`src/rtl/regfile_dump.sv`:
```
// Walks an inclusive address range of a register file through its combinational
// read port and streams each word out over a valid/ready handshake.
module regfile_dump #(
   parameter int N = 5
) (
   input  logic          clk,
   input  logic          reset,
   input  logic          start,
   input  logic [N-1:0]  lo,
   input  logic [N-1:0]  hi,
   output logic [N-1:0]  ra,
   input  logic [31:0]   rd,
   output logic          out_valid,
   input  logic          out_ready,
   output logic [31:0]   out_data,
   output logic [N-1:0]  out_addr,
   output logic          out_last,
   output logic          busy,
   output logic          done
);

   typedef enum logic [1:0] {
      S_IDLE = 2'd0,
      S_READ = 2'd1,
      S_SEND = 2'd2,
      S_DONE = 2'd3
   } state_t;

   state_t        state_q, state_d;
   logic [N-1:0]  idx_q, idx_d;
   logic [N-1:0]  end_q, end_d;
   logic [31:0]   data_q, data_d;
   logic [N-1:0]  addr_q, addr_d;
   logic          last_q, last_d;

   // Next-state and datapath update; idx only advances after a non-final handshake,
   // so a range ending at the top address never wraps.
   always_comb begin
      state_d = state_q;
      idx_d   = idx_q;
      end_d   = end_q;
      data_d  = data_q;
      addr_d  = addr_q;
      last_d  = last_q;
      case (state_q)
         S_IDLE: begin
            if (start) begin
               if (lo <= hi) begin
                  idx_d   = lo;
                  end_d   = hi;
                  state_d = S_READ;
               end else begin
                  state_d = S_DONE;
               end
            end else begin
               state_d = S_IDLE;
            end
         end
         S_READ: begin
            data_d  = rd;
            addr_d  = idx_q;
            last_d  = (idx_q == end_q);
            state_d = S_SEND;
         end
         S_SEND: begin
            if (out_ready) begin
               if (last_q) begin
                  state_d = S_DONE;
               end else begin
                  idx_d   = idx_q + {{(N-1){1'b0}}, 1'b1};
                  state_d = S_READ;
               end
            end else begin
               state_d = S_SEND;
            end
         end
         S_DONE: begin
            state_d = S_IDLE;
         end
         default: begin
            state_d = S_IDLE;
         end
      endcase
   end

   // State and captured-word registers.
   always_ff @(posedge clk) begin
      if (reset) begin
         state_q <= S_IDLE;
         idx_q   <= {N{1'b0}};
         end_q   <= {N{1'b0}};
         data_q  <= 32'd0;
         addr_q  <= {N{1'b0}};
         last_q  <= 1'b0;
      end else begin
         state_q <= state_d;
         idx_q   <= idx_d;
         end_q   <= end_d;
         data_q  <= data_d;
         addr_q  <= addr_d;
         last_q  <= last_d;
      end
   end

   assign ra        = (state_q == S_READ) ? idx_q : {N{1'b0}};
   assign out_valid = (state_q == S_SEND);
   assign out_data  = data_q;
   assign out_addr  = addr_q;
   assign out_last  = last_q;
   assign busy      = (state_q != S_IDLE);
   assign done      = (state_q == S_DONE);

endmodule

```
`config.mk`:
```
export PLATFORM = sky130hd
export DESIGN_NAME = regfile_dump
export DESIGN_NICKNAME = d
export VERILOG_FILES = /design/src/rtl/regfile_dump.sv
export SDC_FILE = /design/constraint.sdc
export NUM_CORES = 1
export LEC_CHECK = 0
export ABC_AREA = 1
export CAP_MARGIN = 20
export CORE_MARGIN = 4
export CORE_UTILIZATION = 38
export DETAILED_ROUTE_END_ITERATION = 6
export PLACE_DENSITY_LB_ADDON = 0.12
export SLEW_MARGIN = 20
export SYNTH_ARGS = -nofsm -noshare
export SYNTH_HDL_FRONTEND = slang
export SYNTH_SLANG_ARGS = --single-unit
```
`constraint.sdc`:
```
create_clock -name clk -period 1.4 [get_ports clk]
set_input_delay 0.21 -clock clk [delete_from_list [all_inputs] [get_ports clk]]
set_output_delay 0.21 -clock clk [all_outputs]
set_load 0.05 [all_outputs]
```
==> impl_metrics.tcl, run 1 <==
set metrics [dict create \
    worstHoldStart "hi[1]" \
    violations "setup timing" \
    cts_buffers 5 \
    path_cells "inv_4, nand2_8, buf_6, nor2_4, buf_12" \
    min_to "end_q[1]" \
    r2r_cells 8 \
    yosysSeqAreaShare_pct 46.8 \
    total_power_mw 4.54 \
    ctsLongestPathBuffers 2 \
    hold_viol 0 \
    crit_path_start "state_q[1]" \
    grt_pass1_vias 2203 \
    timing.rr.start "state_q[1]" \
    cts_tree "yes" \
    syn_inst 300 \
    root_buffer "clkbuf_8" \
    clkSinkCount 50 \
    reg2reg_slack_ns 0.08 \
    synthesis.area_mm2 0.00214 \
    io_pins 92 \
    port_buffers 91 \
    rsz0062_at_grt "yes" \
    crit_slowest_cell "dfxtp_2" \
    drv_cap 0 \
    ys_warn_count 0 \
    ir_drop_v 0.000747 \
    rr_endpoint "end_q[3]" \
    ys_types 21 \
    gp_congestion 0.884 \
    setup_tns_ns -0.0228 \
    worst-path-buf-inv 3 \
    fill_cells 410 \
    worst-path-max-fanout 8 \
    hold_path.class "primary input to flop" \
    synth-seq-cells 50 \
    syn_area_per_cell_um2 7.14 \
    setup_violations 2 \
    synth_nets 352 \
    final_util_pct 72.9 \
    gr-total-overflow 0 \
    status "complete, but fails checks" \
    dp_hpwl_mm 4.58 \
    grt_pass1_wl_mm 10.6 \
    pre_cts_ws_ns -0.655 \
    finClkSkew_ns 0.00507 \
    coreArea_mm2 0.00547 \
    crit_family "buffers and inverters" \
    clk_latency_ns 0.29 \
    start_util_pct 39.1 \
    drc_errors 0 \
    max_freq_mhz 707 \
    drv_slew 0 \
    diodes 0 \
    p_leak_nw 1.69 \
    cts_htree_levels 2 \
    die_w_um 83.1 \
    worstPathRequired_ns 1.19 \
    whs_ns 0.176 \
    power.density_mw_per_mm2 1140 \
    syn_to_final_growth_pct 86.4 \
    nets 466 \
    ant_nets 0 \
    wl_mm 6.31 \
    dieArea_mm2 0.00690 \
    via_per_inst 4.62 \
    vias 2250 \
    grt_max_degree 36 \
    antenna_found_initial 0 \
    layout-drive-gt1-share_pct 29.6 \
    die-height_um 83.1 \
    cp-end-kind "output pin" \
    path_class "flop to output pin" \
    start_kind "flop" \
    fin_crit_sh_pct 101 \
    min_path_cells 3 \
    track_usage_pct 18.4 \
    cp.arrival_ns 1.21 \
    worstMarginPinSlew_ns 0.605 \
    finalWorstSetupSlack_ns -0.0150 \
    row_count 27 \
    clk_pin_slew_worst_paths_ns 0.09 \
    wl_per_cell_um 13.0 \
    slew_headroom_pct 59.6 \
    period_minus_slack_ns 1.42 \
    slowest_delay_ns 0.34 \
    dr.pass1.iters 4 \
    drtIter0Drc 43 \
]
[synth_stat cells]
master	number	area [um^2]
nand3_2	1	10.0
o21ai_1	41	205
buf_2	6	30.0
buf_6	1	11.3
nand4_1	1	6.26
xor2_1	1	8.76
nor2_2	4	25.0
clkinv_1	1	3.75
xnor2_1	3	26.3
dfxtp_1	50	1000
nand2_1	36	135
nor2_1	86	323
inv_2	7	26.3
nand2_2	3	18.8
ha_1	6	75.1
a21oi_1	12	60.1
nor2_4	1	11.3
nand3_1	7	35.0
o21ai_0	4	20.0
clkbuf_1	6	22.5
inv_1	23	86.3
[where the power goes]
part / leakage [nW] / total, mW / internal [mW] / switching, mW
Sequential: 0.412 / 1.74 / 1.58 / 0.161
Clock: 0.0524 / 0.990 / 0.535 / 0.455
Combinational: 1.22 / 1.81 / 0.863 / 0.949
Total: 1.69 / 4.54 / 2.98 / 1.56
[placed cells by master (no fill, tap or decap), types with 5 or more instances in the layout]
cell type	n
o21ai_1	39
inv_2	9
nor2_1	82
clkdlybuf4s15_1	5
nor2_4	5
buf_12	46
nand2_2	8
inv_1	20
dfxtp_1	45
clkdlybuf4s50_1	35
nand3_1	6
clkbuf_8	5
nand2_1	29
a21oi_1	11
buf_4	26
[cell type report]
type,instances,area (um^2),area share (%)
clock buffers,7,76.3,1.91
clock inverters,1,30.0,0.753
inverters,31,119,2.98
multi-input cells,207,1080,27.0
flip-flops and latches,50,1010,25.3
well taps,72,90.1,2.26
repair buffers,119,1590,39.8
[per-stage QoR]
step	std cells	instance area (um^2)
5_1_grt	487	3990
3_3_place_gp	465	3670
6_report	487	3990
3_5_place_dp	465	3670
2_1_floorplan	300	2160
4_1_cts	482	3910
[sequential cells by signal, indices dropped and copies added (netlist names)]
| name | cells |
|---|---|
| idx_q | 5 |
| end_q | 5 |
| out_addr | 5 |
| out_data | 32 |
| out_last | 1 |
| state_q | 2 |
[routing by layer]
layer,track usage [%],routed length (um)
met1,23.9,2870
met3,4.07,306
met5,0,0
met2,31.0,3040
met4,4.75,90
[worst min-delay path: stages]
cell and delay (ns):
clkbuf_2 0.10, o21ai_2 0.06, nor2_1 0.07
[kinds of logic (layout without fill, tap and decap cells)]
family	after synthesis	in the layout	synth area share (%)
adder cells (fa/ha/maj)	6	6	3.51
buffers and inverters	44	158	8.42
XOR/XNOR	4	4	1.64
AO/OA/AOI/OAI	57	57	13.3
flip-flops	50	50	46.8
AND/OR/NAND/NOR	139	140	26.4
[worst max path at each step]
stage	to	slack, ns	depth (start not counted)
5_1_grt	ra[1]	-0.06	5
6_report	ra[1]	-0.02	5
2_1_floorplan	out_addr[4]	-0.09	4
3_3_place_gp	idx_q[4]	-0.55	12
3_5_place_dp	idx_q[1]	-0.65	13
4_1_cts	ra[1]	-0.07	5
[what timing repair did]
| item | 4_1_cts | 5_1_grt |
|---|---|---|
| hold buffers | 0 | 0 |
| gates resized for setup | 30 | 21 |
| pin swaps | 11 | 10 |
| setup buffers | 8 | 5 |
| cloned | 1 | 0 |
| setup endpoints to repair | 50 | 23 |
(Power assumes the default switching activity.)
==> run 2, diff against run 1 <==
--- a/config.mk
+++ b/config.mk
@@ -9,8 +9,11 @@
 export CAP_MARGIN = 20
 export CORE_MARGIN = 4
 export CORE_UTILIZATION = 38
+export CTS_CLUSTER_SIZE = 12
 export DETAILED_ROUTE_END_ITERATION = 6
+export GPL_ROUTABILITY_DRIVEN = 0
 export PLACE_DENSITY_LB_ADDON = 0.12
+export SKIP_CTS_REPAIR_TIMING = 1
 export SLEW_MARGIN = 20
 export SYNTH_ARGS = -nofsm -noshare
 export SYNTH_HDL_FRONTEND = slang
==> run 2 against run 1 <==
- the run still ends with setup timing left
- worst hold slack got worse by 0.0041 ns
- first-iteration DRC count did not move
- sequential power barely moved
- fmax fell by 3.2%
- sequential share of layout area rose by 0.26 points
- highest routed layer unchanged
==> impl_metrics.tcl, run 2 (synthesis gave the netlist of run 1 again) <==
set metrics [dict create \
    clkSinkCount 50 \
    track_usage_pct 17.6 \
    crit_slowest_cell "dfxtp_4" \
    grt_max_degree 36 \
    ant_nets 0 \
    hold_path.class "primary input to flop" \
    status "complete, but fails checks" \
    gr-total-overflow 0 \
    worstHoldStart "hi[2]" \
    whs_ns 0.172 \
    ir_drop_v 0.000756 \
    timing.rr.start "state_q[1]" \
    io_pins 92 \
    syn_to_final_growth_pct 84.7 \
    nets 460 \
    grt_pass1_wl_mm 10.1 \
    path_cells "inv_6, nand2_8, buf_6, nor2_4, buf_12" \
    crit_path_start "state_q[1]" \
    dp_cells 465 \
    drtIter0Drc 43 \
    worstMarginPinSlew_ns 0.607 \
    drv_cap 0 \
    fin_crit_sh_pct 104 \
    slew_headroom_pct 59.5 \
    via_per_inst 4.59 \
    finalWorstSetupSlack_ns -0.0617 \
    worst-path-max-fanout 8 \
    period_minus_slack_ns 1.46 \
    worstPathRequired_ns 1.19 \
    dr.pass1.iters 4 \
    clk_latency_ns 0.29 \
    die-height_um 83.1 \
    min_path_cells 3 \
    cp.arrival_ns 1.25 \
    setup_violations 4 \
    slowest_delay_ns 0.37 \
    wl_mm 6.14 \
    drv_slew 0 \
    drc_errors 0 \
    row_count 27 \
    cts_tree "yes" \
    cp-end-kind "output pin" \
    cts_buffers 5 \
    wl_per_cell_um 12.8 \
    dp_hpwl_mm 4.58 \
    root_buffer "clkbuf_8" \
    coreArea_mm2 0.00547 \
    largest_reg_flops 32 \
    die_w_um 83.1 \
    violations "setup timing" \
    final_cell_mix "nor2_1 (84), dfxtp_1 (46), buf_12 (46), o21ai_1 (40), clkdlybuf4s50_1 (35)" \
    antenna_found_initial 0 \
    r2r_cells 5 \
    grt_pass1_vias 2112 \
    start_kind "flop" \
    finClkSkew_ns 0.00460 \
    hold_viol 0 \
    port_buffers 91 \
    ctsLongestPathBuffers 2 \
    dieArea_mm2 0.00690 \
    rsz0062_at_grt "yes" \
    diodes 0 \
    layout-drive-gt1-share_pct 26.7 \
    max_freq_mhz 684 \
    vias 2208 \
    cts_htree_levels 2 \
    power.density_mw_per_mm2 1140 \
    path_class "flop to output pin" \
    start_util_pct 39.1 \
    mostFrequentLayoutCell "nor2_1" \
    instances_no_fill 481 \
    p_leak_nw 1.72 \
    clk_pin_slew_worst_paths_ns 0.09 \
]
run 2: worst paths after layout:
check,end,slack (ns)
max,ra[3],-0.06
max reg2reg,state_q[1],0.09
min,end_q[2],0.17
min reg2reg,out_addr[2],0.50
run 2: layout make-up:
class                           instances  area [um^2]
Multi-Input combinational cell        207         1060
Sequential cell                        50         1010
Tap cell                               72         90.1
Fill cell                             409         1520
Inverter                               31          121
Clock inverter                          1         30.0
Clock buffer                            7         76.3
Timing Repair Buffer                  113         1570
run 2: metrics by stage:
step                util, %  setup slack [ns]  power (mW)  area [um^2]  TNS, ns
floorplan                 -           -0.0880        2.62         2160   -0.205
global placement       67.0            -0.553        3.44         3670    -5.45
finish                 72.2           -0.0617        4.51         3950   -0.138
detailed placement     67.0            -0.655        3.47         3670    -6.52
CTS                    68.9            -0.349        4.47         3770    -4.71
global route           72.2           -0.0936        4.74         3950   -0.409
run 2: where the power goes:
part,internal (mW),total (mW),leakage [nW],switching [mW]
Clock,0.535,0.990,0.0524,0.454
Combinational,0.841,1.78,1.25,0.936
Sequential,1.58,1.74,0.412,0.161
Total,2.96,4.51,1.72,1.55
run 2: routing by layer:
metal	vias to the layer above	track usage, %	wire [um]
met5	-	0	0
met4	0	4.90	95
met3	6	4.07	300
met2	65	28.6	2950
met1	983	23.3	2800
li1	1154	-	-
run 2: critical path: cells and delay by family, from the launching register on:
family	cells	cell delay, ns
flip-flops	1	0.37
buffers and inverters	3	0.36
AND/OR/NAND/NOR	2	0.23
==> run 3, diff against run 2 <==
--- a/config.mk
+++ b/config.mk
@@ -9,10 +9,12 @@
 export CAP_MARGIN = 20
 export CORE_MARGIN = 4
 export CORE_UTILIZATION = 38
+export CTS_CLUSTER_DIAMETER = 80
 export CTS_CLUSTER_SIZE = 12
 export DETAILED_ROUTE_END_ITERATION = 6
 export GPL_ROUTABILITY_DRIVEN = 0
 export PLACE_DENSITY_LB_ADDON = 0.12
+export REMOVE_ABC_BUFFERS = 1
 export SKIP_CTS_REPAIR_TIMING = 1
 export SLEW_MARGIN = 20
 export SYNTH_ARGS = -nofsm -noshare
==> run 3 against run 2 <==
- the flow now finishes without violations
- critical path depth decreased by 1
- clock skew hardly changed
- critical endpoint is now ra[2]
- final area shrank 0.63%
- clock power decreased by 0.5%
- worst hold slack improved by 0.022 ns
- register-to-register slack improved by 0.07 ns
- cell count down 0.83%
- routed wire length down 0.11%
- sequential power about the same
- non-clock buffer count is 4 lower
- sequential share of layout area grew 0.067 points
- flip-flop and latch count unchanged
==> impl_metrics.tcl, run 3 (synthesis gave the netlist of run 1 again) <==
set metrics [dict create \
    status "complete, no violations" \
    gr-total-overflow 0 \
    start_util_pct 39.1 \
    row_count 27 \
    routed.top_layer "met4" \
    wl_met1_mm 2.64 \
    pre_cts_ws_ns -0.646 \
    p_leak_nw 1.70 \
    final_util_pct 71.8 \
    clkSinkCount 50 \
    grt_pass1_wl_mm 9.65 \
    cp.arrival_ns 1.18 \
    timing.rr.start "state_q[1]" \
    dr.pass1.iters 4 \
    drv_cap 0 \
    grt_max_degree 29 \
    power.density_mw_per_mm2 1140 \
    r2r_cells 8 \
    antenna_found_initial 0 \
    grt_pass1_vias 2066 \
    cp-end-kind "output pin" \
    finalWorstSetupSlack_ns 0.0121 \
    port_buffers 91 \
    via_per_inst 4.62 \
    ctsLongestPathBuffers 2 \
    diodes 0 \
    fill_cells 424 \
    coreArea_mm2 0.00547 \
    cts_htree_levels 2 \
    slew_headroom_pct 80.4 \
    ant_nets 0 \
    layout-drive-gt1-share_pct 26.4 \
    die-height_um 83.1 \
    worst-path-max-fanout 8 \
    dieArea_mm2 0.00690 \
    fin_crit_sh_pct 99.1 \
    rsz0062_at_grt "yes" \
    worstPathRequired_ns 1.19 \
    vias 2203 \
    drc_errors 0 \
    path_class "flop to output pin" \
    syn_to_final_growth_pct 83.5 \
    drtIter0Drc 62 \
    finClkSkew_ns 0.00455 \
    dp_hpwl_mm 4.67 \
    setup_tns_ns 0 \
    mostFrequentLayoutCell "nor2_1" \
    wl_per_cell_um 12.9 \
    cts_buffers 5 \
    nets 456 \
    largest_reg_flops 32 \
    min_to "end_q[3]" \
    track_usage_pct 17.2 \
    ir_drop_v 0.000700 \
    reg2reg_slack_ns 0.16 \
    setup_violations 0 \
    clk_latency_ns 0.30 \
    worstHoldStart "hi[3]" \
    multiInputGateArea_mm2 0.00106 \
    period_minus_slack_ns 1.39 \
    wl_met2_mm 3.15 \
    total_power_mw 4.50 \
    dr_wl_met3_um 273 \
    io_pins 92 \
    wl_mm 6.14 \
    die_w_um 83.1 \
    max_freq_mhz 721 \
    min_path_cells 3 \
    instances_no_fill 477 \
    seq_area_mm2 0.00101 \
    cts_tree "yes" \
    dp_cells 465 \
    start_kind "flop" \
    root_buffer "clkbuf_8" \
    rr_endpoint "idx_q[0]" \
    worstMarginPinSlew_ns 0.293 \
    final_cell_mix "nor2_1 (83), buf_12 (47), dfxtp_1 (45), o21ai_1 (39), clkdlybuf4s50_1 (36)" \
    clk_pin_slew_worst_paths_ns 0.08 \
    hold_path.class "primary input to flop" \
    drv_slew 0 \
    hold_viol 0 \
]
[run 3: changes by cell type in the layout (fill, tap and decap cells not counted), moves of 2 or more]
cell     delta
nor2_2      +2
buf_4       -3
dfxtp_2     +3
buf_6       -2
ha_4        +2
dfxtp_4     -2
ha_1        -2
[run 3: how the worst max path moves through the flow]
stage               startpoint          end  cells past startpoint
floorplan           state_q[0]  out_addr[0]                      4
CTS                      hi[4]     idx_q[0]                     12
global placement         hi[4]     idx_q[4]                     12
global route        state_q[1]        ra[4]                      4
finish              state_q[1]        ra[2]                      4
detailed placement       hi[4]     idx_q[0]                     12
[run 3: stage by stage]
stage / instance area [um^2] / hold WS, ns
floorplan: 2080 / 0.279
global placement: 3660 / 0.485
detailed placement: 3660 / 0.495
CTS: 3770 / 0.498
global route: 3930 / 0.202
finish: 3930 / 0.194
[run 3: cell type report]
cell class / instances / area share (%)
Timing Repair Buffer: 109 / 39.3
Multi-Input combinational cell: 207 / 27.1
Sequential cell: 50 / 25.6
Inverter: 31 / 2.96
Tap cell: 72 / 2.29
Clock buffer: 7 / 1.94
Clock inverter: 1 / 0.764
[run 3: where the power goes]
group	switching, mW	internal (mW)	total [mW]
logic	0.933	0.839	1.77
clock network	0.451	0.535	0.985
registers	0.157	1.58	1.74
[run 3: worst max-delay path: stages (launching register included)]
cell	delay, ns
dfxtp_2	0.34
inv_2	0.09
nand2_4	0.11
nor2_2	0.18
buf_12	0.16
[run 3: metal layers]
metal | vias up | global-route usage [%]
met1 | 997 | 20.5
met4 | 0 | 5.50
li1 | 1146 | -
met2 | 54 | 30.0
met5 | - | 0
met3 | 6 | 4.37
